## config.mk

```make
export PLATFORM = sky130hd
export DESIGN_NAME = pwm_ramp_ctrl
export DESIGN_NICKNAME = d
export VERILOG_FILES = /design/src/rtl/pwm_ctrl_pkg.sv /design/src/rtl/pwm_frame_timer.sv /design/src/rtl/pwm_ramp_ctrl.sv
export SDC_FILE = /design/constraint.sdc
export NUM_CORES = 1
export LEC_CHECK = 0
export ABC_AREA = 1
export CAP_MARGIN = 20
export CORE_MARGIN = 2
export CORE_UTILIZATION = 40
export DETAILED_ROUTE_END_ITERATION = 16
export GPL_TIMING_DRIVEN = 0
export MAX_ROUTING_LAYER = met4
export PLACE_DENSITY = 0.65
export REMOVE_ABC_BUFFERS = 1
export SETUP_SLACK_MARGIN = 0.02
export SLEW_MARGIN = 20
export SYNTH_ARGS = -nofsm -noshare
export SYNTH_HDL_FRONTEND = slang
export SYNTH_SLANG_ARGS = --single-unit
```

## constraint.sdc

```tcl
create_clock -name clk -period 8.2 [get_ports clk]
set_input_delay 0.82 -clock clk [delete_from_list [all_inputs] [get_ports clk]]
set_output_delay 0.82 -clock clk [all_outputs]
set_load 0.01 [all_outputs]
```

## src/rtl/pwm_ctrl_pkg.sv

```systemverilog
// Shared types, widths and step arithmetic for the PWM ramp controller.
package pwm_ctrl_pkg;

   localparam int unsigned DUTY_W = 32;

   typedef enum logic [1:0] {
      ST_IDLE = 2'd0,
      ST_RAMP = 2'd1,
      ST_HOLD = 2'd2
   } ramp_state_e;

   // Latched ramp command payload.
   typedef struct packed {
      logic [DUTY_W-1:0] target;
      logic [DUTY_W-1:0] step;
   } ramp_cfg_t;

   // One step of duty toward target, clamped at target; 33-bit math so
   // neither direction can wrap. A zero step jumps straight to target.
   function automatic logic [DUTY_W-1:0] step_toward(
      input logic [DUTY_W-1:0] duty,
      input logic [DUTY_W-1:0] target,
      input logic [DUTY_W-1:0] step
   );
      logic [DUTY_W:0]   wide;
      logic [DUTY_W-1:0] res;
      res  = target;
      wide = '0;
      if (step != '0) begin
         if (duty < target) begin
            wide = {1'b0, duty} + {1'b0, step};
            if (wide < {1'b0, target}) res = wide[DUTY_W-1:0];
         end else if (duty > target) begin
            wide = {1'b0, duty} - {1'b0, step};
            if (!wide[DUTY_W] && (wide[DUTY_W-1:0] > target)) res = wide[DUTY_W-1:0];
         end
      end
      return res;
   endfunction

endpackage

```

## src/rtl/pwm_frame_timer.sv

```systemverilog
// PWM frame timer: free-running frame counter gated by enable, registered
// run flag (PWM enable), frame_start pulse and a frame-wrap strobe.
// The counter only advances once run is high, so a PWM enabled by run_o
// starts its own counter at 0 in lockstep with this one.
module pwm_frame_timer #(
   parameter int unsigned CLK_PERIOD = 1000
) (
   input  logic clk,
   input  logic rst_n,
   input  logic enable_i,
   output logic run_o,
   output logic frame_start_o,
   output logic wrap_c_o
);

   localparam int unsigned CW = (CLK_PERIOD > 1) ? $clog2(CLK_PERIOD) : 1;

   logic          run_q, run_d;
   logic [CW-1:0] cnt_q, cnt_d;
   logic          fs_q, fs_d;
   logic          last_c;

   assign last_c = (cnt_q == CW'(CLK_PERIOD - 1));

   // Next counter value; frame_start precomputed from the next count.
   always_comb begin
      run_d = enable_i;
      cnt_d = '0;
      if (enable_i && run_q) begin
         cnt_d = last_c ? '0 : cnt_q + CW'(1);
      end
      fs_d = enable_i && (cnt_d == '0);
   end

   // Timer registers.
   always_ff @(posedge clk or negedge rst_n) begin
      if (!rst_n) begin
         run_q <= 1'b0;
         cnt_q <= '0;
         fs_q  <= 1'b0;
      end else begin
         run_q <= run_d;
         cnt_q <= cnt_d;
         fs_q  <= fs_d;
      end
   end

   assign run_o         = run_q;
   assign frame_start_o = fs_q;
   assign wrap_c_o      = run_q && enable_i && last_c;

endmodule

```

## src/rtl/pwm_ramp_ctrl.sv

```systemverilog
// PWM duty ramp controller: accepts ramp commands and walks the duty value
// toward the target one step per N frames, updating only at frame wrap.
module pwm_ramp_ctrl
   import pwm_ctrl_pkg::*;
#(
   parameter int unsigned CLK_PERIOD = 1000,
   parameter int unsigned FW         = 16
) (
   input  logic              clk,
   input  logic              rst_n,
   input  logic              enable,
   input  logic              cmd_valid,
   output logic              cmd_ready,
   input  logic [DUTY_W-1:0] cmd_target,
   input  logic [DUTY_W-1:0] cmd_step,
   input  logic [FW-1:0]     cmd_frames,
   output logic [DUTY_W-1:0] duty,
   output logic              pwm_en,
   output logic              frame_start,
   output logic              busy,
   output logic              done
);

   ramp_state_e       state_q, state_d;
   logic [DUTY_W-1:0] duty_q, duty_d;
   ramp_cfg_t         cfg_q, cfg_d;
   logic [FW-1:0]     frames_q, frames_d;
   logic [FW-1:0]     fcnt_q, fcnt_d;
   logic              busy_q;
   logic              done_q, done_d;

   logic              run_c;
   logic              wrap_c;
   logic              accept_c;
   logic [DUTY_W-1:0] stepped_c;

   pwm_frame_timer #(
      .CLK_PERIOD (CLK_PERIOD)
   ) u_timer (
      .clk           (clk),
      .rst_n         (rst_n),
      .enable_i      (enable),
      .run_o         (run_c),
      .frame_start_o (frame_start),
      .wrap_c_o      (wrap_c)
   );

   assign cmd_ready = run_c && enable && (state_q != ST_RAMP);
   assign accept_c  = cmd_valid && cmd_ready;
   assign stepped_c = step_toward(duty_q, cfg_q.target, cfg_q.step);

   // Next-state and datapath: enable low aborts, accept starts a ramp,
   // frame wraps in RAMP count frames and apply steps.
   always_comb begin
      state_d  = state_q;
      duty_d   = duty_q;
      cfg_d    = cfg_q;
      frames_d = frames_q;
      fcnt_d   = fcnt_q;
      done_d   = 1'b0;
      if (!enable) begin
         state_d = ST_IDLE;
         fcnt_d  = '0;
      end else begin
         case (state_q)
            ST_IDLE, ST_HOLD: begin
               if (accept_c) begin
                  cfg_d.target = (cmd_target > DUTY_W'(CLK_PERIOD)) ? DUTY_W'(CLK_PERIOD)
                                                                    : cmd_target;
                  cfg_d.step   = cmd_step;
                  frames_d     = (cmd_frames == '0) ? FW'(1) : cmd_frames;
                  fcnt_d       = '0;
                  state_d      = ST_RAMP;
               end
            end
            ST_RAMP: begin
               if (wrap_c) begin
                  // Already at target or a jump finishes at this wrap.
                  if ((duty_q == cfg_q.target) || (cfg_q.step == '0) ||
                      ((fcnt_q + FW'(1)) == frames_q)) begin
                     fcnt_d = '0;
                     duty_d = stepped_c;
                     if (stepped_c == cfg_q.target) begin
                        done_d  = 1'b1;
                        state_d = ST_HOLD;
                     end
                  end else begin
                     fcnt_d = fcnt_q + FW'(1);
                  end
               end
            end
            default: state_d = ST_IDLE;
         endcase
      end
   end

   // Controller registers.
   always_ff @(posedge clk or negedge rst_n) begin
      if (!rst_n) begin
         state_q  <= ST_IDLE;
         duty_q   <= '0;
         cfg_q    <= '0;
         frames_q <= '0;
         fcnt_q   <= '0;
         busy_q   <= 1'b0;
         done_q   <= 1'b0;
      end else begin
         state_q  <= state_d;
         duty_q   <= duty_d;
         cfg_q    <= cfg_d;
         frames_q <= frames_d;
         fcnt_q   <= fcnt_d;
         busy_q   <= (state_d == ST_RAMP);
         done_q   <= done_d;
      end
   end

   assign duty   = duty_q;
   assign pwm_en = run_c;
   assign busy   = busy_q;
   assign done   = done_q;

endmodule

```

# Yosys cells after proc, flatten, opt, wreduce, memory -nomap -nowiden
# Index checks and enable logic that the tools add are counted.
[word_totals]
memories = 0
latch_bits = 0
ram_bits = 0
ff_bits = 144
input_bits = 84
out_inout_bits = 37
mem_bits_ro = 0
[classes]
addsub = 4
bitwise_logic = 0
n_shift = 0
n_eq_ne = 11
reduce_logical = 18
n_mul = 0
n_lt_le_gt_ge = 5
mux = 25
n_div = 0
[ops]
columns = ["operator", "count"]
rows = [
  ["$mux 32", 6],
  ["$mux 16", 5],
  ["$eq 32x32->1", 2],
  ["$gt 32x32->1", 2],
  ["$add 32x32->33", 1],
  ["$lt 33x32->1", 1],
  ["$sub 32x32->33", 1],
  ["$gt 32x10->1 const B", 1],
  ["$logic_not 32->1", 1],
  ["$lt 32x32->1", 1],
  ["$pmux 16 s2", 1],
  ["$reduce_bool 32->1", 1],
  ["$mux 10", 2],
  ["$add 16x1->16 const B", 1],
  ["$eq 16x16->1", 1],
  ["$logic_not 16->1", 1],
  ["$add 10x1->10 const B", 1],
  ["$eq 10x10->1 const B", 1],
  ["$logic_not 10->1", 1],
  ["$mux 2", 5],
  ["$logic_and 1x1->1", 6],
  ["$reduce_and 3->1", 2],
  ["$mux 1", 5],
  ["$eq 2x1->1 const B", 2],
  ["other kinds (11)", 12],
]

# Longest topological paths before layout
[logic_depth]
word_depth = 14
depth_mapped = 42
depth_no_buf = 42

# Cells and area by module
# A second synthesis with hierarchy kept.
[hier_totals]
cells_unflattened = 2298
area_unflattened_um2 = 14891.8
[modules_own_cells]
columns = ["mod", "area_each_um2", "cells_each", "n_inst", "seq_area_each_um2"]
rows = [
  ["pwm_ramp_ctrl", 14227.4, 2213, 1, 3303.2],
  ["pwm_frame_timer", 664.4, 85, 1, 300.3],
]

# Worst setup path before layout
# No wires, ideal clock.
[synth_timing]
path_type = "reg2reg"
startpoint = "reg duty_q[0], in the netlist duty[0]"
endpoint = "reg busy_q, in the netlist busy"
n_path_buf = 1
path_stages_with_launch = 41
setup_slack_ps = 3880
arrival_ps = 4191
required_ps = 8071
path_cell_list = "dfrtp_1 inv_1 ha_1 fa_1 inv_1 nand3_1 nand3_1 nand2_1 nand2_1 nand2_1 nand2_1 nand2_1 nand2_1 nand3_1 nand2_1 nand2_1 nand2_1 inv_1 [5 not listed] nand4_1 inv_1 nand2_1 a21oi_1 nand3_4 inv_4 buf_4 nand2_1 nand3_1 nand2_1 nand3_1 nand2_1 nor2_1 nand2_1 nor2_1 nand2_1 o21bai_1 nand2_1"
[synth_between]
elab_chain_len = 14
word_cells_on_any_way = 23
classes_between = "add/sub (2); order compare (4); eq/ne (3); mux (10); reduce/logical (4)"
[synth_lines]
columns = ["item", "line_no", "source"]
rows = [
  ["start: declaration", "pwm_ramp_ctrl.sv:25", "logic [DUTY_W-1:0] duty_q, duty_d;"],
  ["start signal: assignment", "pwm_ramp_ctrl.sv:109", "duty_q <= duty_d;"],
  ["$sub 32x32->33", "pwm_ctrl_pkg.sv:34", "wide = {1'b0, duty} - {1'b0, step};"],
  ["$gt 32x32->1 or $logic_not 1->1 (tied branches)", "pwm_ctrl_pkg.sv:35", "if (!wide[DUTY_W] && (wide[DUTY_W-1:0] > target)) res = wide[DUTY_W-1:0];"],
  ["$logic_and 1x1->1", "pwm_ctrl_pkg.sv:35", ""],
  ["$mux 32", "pwm_ctrl_pkg.sv:35", ""],
  ["$mux 32", "pwm_ctrl_pkg.sv:33", "end else if (duty > target) begin"],
  ["$mux 32", "pwm_ctrl_pkg.sv:30", "if (duty < target) begin"],
  ["$mux 32", "pwm_ctrl_pkg.sv:29", "if (step != '0) begin"],
  ["$eq 32x32->1", "pwm_ramp_ctrl.sv:83", "if (stepped_c == cfg_q.target) begin"],
  ["$mux 2", "pwm_ramp_ctrl.sv:83", ""],
  ["$mux 2 (*)", "pwm_ramp_ctrl.sv:79", "if ((duty_q == cfg_q.target) || (cfg_q.step == '0) ||"],
  ["$mux 2 (*)", "pwm_ramp_ctrl.sv:77", "if (wrap_c) begin"],
  ["$pmux 2 s2 (*)", "pwm_ramp_ctrl.sv:65", "case (state_q)"],
  ["$mux 2 (*)", "pwm_ramp_ctrl.sv:61", "if (!enable) begin"],
  ["$eq 2x1->1 (*)", "pwm_ramp_ctrl.sv:113", "busy_q <= (state_d == ST_RAMP);"],
  ["end signal: assignment", "pwm_ramp_ctrl.sv:113", ""],
  ["end: declaration", "pwm_ramp_ctrl.sv:29", "logic busy_q;"],
]
# Every way passes the cells marked *; elsewhere a longest branch is shown, timed or not.
# A chain may end at the register's enable or synchronous reset.

# Final worst setup path
# Ends and elaborated chain as after synthesis.

==> summary.txt <==
Drt initial violations -> 1328
CP delay by family, top -> simple AND/OR/NAND/NOR gates
P per Cell Area -> 193 mW/mm2
Crit Reg-Reg Startpoint -> duty[0]
Yosys reg bits -> 144
Yosys warns -> 0
Hold/Removal Path Class -> in2async
Part of the Yosys area used for sequential elements -> 0.248
Pleak -> 8.43 nW
R2R Setup Slk -> 1260 ps
Sink Count -> 144
Fraction of layout cells with a size suffix above 1 -> 0.0357
Final setup fails -> 0
All-layer global routing usage -> 0.292
Synth top area cells -> dfrtp_1 (25%), nand2_1 (16%), ha_1 (14%), nand3_1 (7.0%), inv_1 (6.7%)
Critical path buffers and inverters -> 6
Synth area leader -> dfrtp_1
Worst setup path class -> reg2reg
RSZ-0062 raised after global routing -> no
Final slew viol count -> 0
Wirelength per Cell -> 19.1 um
DP HPWL -> 42.3 mm
Worst slew margin -> 0.263
# IOs -> 121
Crit path DAT -> 7270 ps
Post-synth ARST share -> 1.00
Ys flop type -> dfrtp_1
Chip height -> 195 um
Most frequent cells in the layout -> nand2_1 (619), inv_1 (257), nand3_1 (204), nor2_1 (199), o21ai_0 (162)
Clk_lat worst skew -> 470 ps
Net count, final -> 2561
Crit Reg-Reg Endpoint -> busy
Reg2Reg Depth -> 39
Starting Density -> 0.408
Die span in x -> 195 um
Worst Path Required -> 8530 ps
Cells after Synth -> 2245
Antenna Nets Post-Route -> 0
Vias in the first global route -> 14670
CP startpoint -> duty[0]
Placer congestion estimate -> 1.02
Clock slew at reported path FFs -> 80 ps
Least-Margin Pin Slew -> 1100 ps
Netlist Area Pre-Place -> 0.0145 mm2
Clock Skews -> 20.4 ps
Area of the core -> 0.0357 mm2
Post_cts resized -> 0
Most common cell after layout, fill and taps aside -> nand2_1
Synth-to-layout area growth -> 15.1%
Clock root cell -> clkbuf_16
Placed Instances -> 2756
Syn_area_per_cell -> 6.48 um2
Final wirelength -> 53.4 mm
Final period utilization -> 0.847
Pre-CTS setup slack -> 1520 ps
Status -> finished, final reports clean
Worst-case clock buffer depth -> 2
Crit path capture -> busy
Crit path depth -> 39
Final hold viol count -> 0
Final non-filler cell total -> 2788
Vias per cell -> 5.54
MaxCap Viol Count -> 0
Drt pass-1 iters -> 5
Total global routing overflow -> 0
Antenna cells -> 0
Maximum VDD drop -> 0.140 mV
CTS tree -> built
Global-route wire length before repair -> 83.3 mm
Die area -> 0.0379 mm2
Final WS setup -> 1260 ps
Pin count of the biggest net entering global routing -> 85
Crit path time final -> 6940 ps
# hold bufs at CTS -> 0
Synth cell types -> 47
CP max stage delay -> 520 ps
Endpoint class of the critical path -> flip-flop
Critical Path Source Type -> flip-flop
Residual DRC -> 0
Row count -> 69
Slowest-stage cell, CP -> inv_4
Power, Total -> 3.22 mW
Number of synthesized flops with an enable pin -> 0
CP Max Fanout -> 35
Port-buffer cells -> 120
Initial antenna violation count -> 0
Setup bufs post-CTS -> 0
Area share of the largest cell type after synthesis -> 0.248
Vias -> 15452
Clock buffer count from CTS -> 17
CP most frequent cell -> nand2_1
Achievable Freq -> 0.144 GHz
Layout Utilization -> 0.470
CTS HTree Levels -> 4
-- sequential cells by signal (all words and copies together) (netlist names) --
signal,count
frames_q,16
u_timer.cnt_q,10
duty,32
u_timer.frame_start_o,1
u_timer.run_o,1
fcnt_q,16
cfg_q,64
done,1
state_q,2
busy,1
-- worst register-to-register path, delay by kind of cell (launching register included) --
kind | cells | cell delay [ps]
AND/OR/NAND/NOR | 28 | 3740
AO/OA/AOI/OAI | 2 | 600
adder cells (fa/ha/maj) | 3 | 960
buffers and inverters | 6 | 1100
flip-flops | 1 | 390
-- layer usage --
| layer | global-route usage | routed length, um |
|---|---|---|
| met1 | 0.398 | 24800 |
| met2 | 0.464 | 24100 |
| met3 | 0.0274 | 3190 |
| met4 | 0.0818 | 1250 |
| met5 | - | 0 |
-- stage by stage --
step | hold WS [ps] | cell area [um2] | TNS (ps)
3_3_place_gp | 479 | 16000 | -51560
5_1_grt | 341 | 16700 | 0
2_1_floorplan | 443 | 14200 | 0
4_1_cts | 327 | 16700 | 0
6_report | 307 | 16700 | 0
3_5_place_dp | 474 | 16200 | 0
-- Yosys cell counts, types with 3 or more instances --
| library cell | number |
|---|---|
| a21oi_2 | 4 |
| a21boi_0 | 3 |
| nor2_2 | 4 |
| clkbuf_1 | 34 |
| nand2_2 | 5 |
| buf_1 | 8 |
| nor4_1 | 18 |
| inv_2 | 18 |
| nor3_1 | 30 |
| nand4_1 | 59 |
| a31oi_1 | 7 |
| o21ai_0 | 162 |
| nand3_1 | 204 |
| xor2_1 | 65 |
| o21ai_1 | 12 |
| inv_1 | 258 |
| o21a_1 | 6 |
| o21bai_1 | 14 |
| ha_1 | 161 |
| a21o_1 | 5 |
| a21oi_1 | 121 |
| buf_4 | 6 |
| nand2_1 | 620 |
| o22ai_1 | 13 |
| xnor2_1 | 4 |
| or4_1 | 4 |
| nor2_1 | 200 |
| buf_2 | 29 |
| dfrtp_1 | 144 |
-- kinds of logic (layout without fill, tap and decap cells) --
logic type                 count (synthesis)  in the layout  share of synthesized area
AOI/OAI and AO/OA                        355            355                      0.132
xor gates and xnor gates                  70             70                     0.0431
adders and majority gates                163            163                      0.141
buffers and inverters                    356            438                     0.0971
DFF                                      144            144                      0.248
and+or+nand+nor                         1157           1157                      0.339
-- power by group --
part | leakage (nW) | switching (mW) | internal, mW
logic | 6.25 | 1.07 | 0.499
clock network | 0.281 | 0.385 | 0.417
registers | 1.90 | 0.0630 | 0.784
total | 8.43 | 1.52 | 1.70
-- cell type report --
type / count / area [um2]
Timing Repair Buffer: 129 / 1400
Sequential cell: 144 / 3600
Multi-Input combinational cell: 1745 / 9540
Clock inverter: 12 / 119
Clock buffer: 20 / 457
Inverter: 277 / 1040
Tap cell: 461 / 577
Fill cell: 3760 / 18900
-- how the worst min path moves through the flow --
stage / end / slack, ps / depth (start not counted)
2_1_floorplan: u_timer.cnt_q[9] / 440 / 1
5_1_grt: cfg_q[3] / 340 / 1
4_1_cts: cfg_q[3] / 330 / 1
6_report: cfg_q[3] / 310 / 1
3_5_place_dp: u_timer.cnt_q[9] / 470 / 1
3_3_place_gp: u_timer.cnt_q[9] / 480 / 1
No activity file was read; power rests on OpenSTA's default activity.
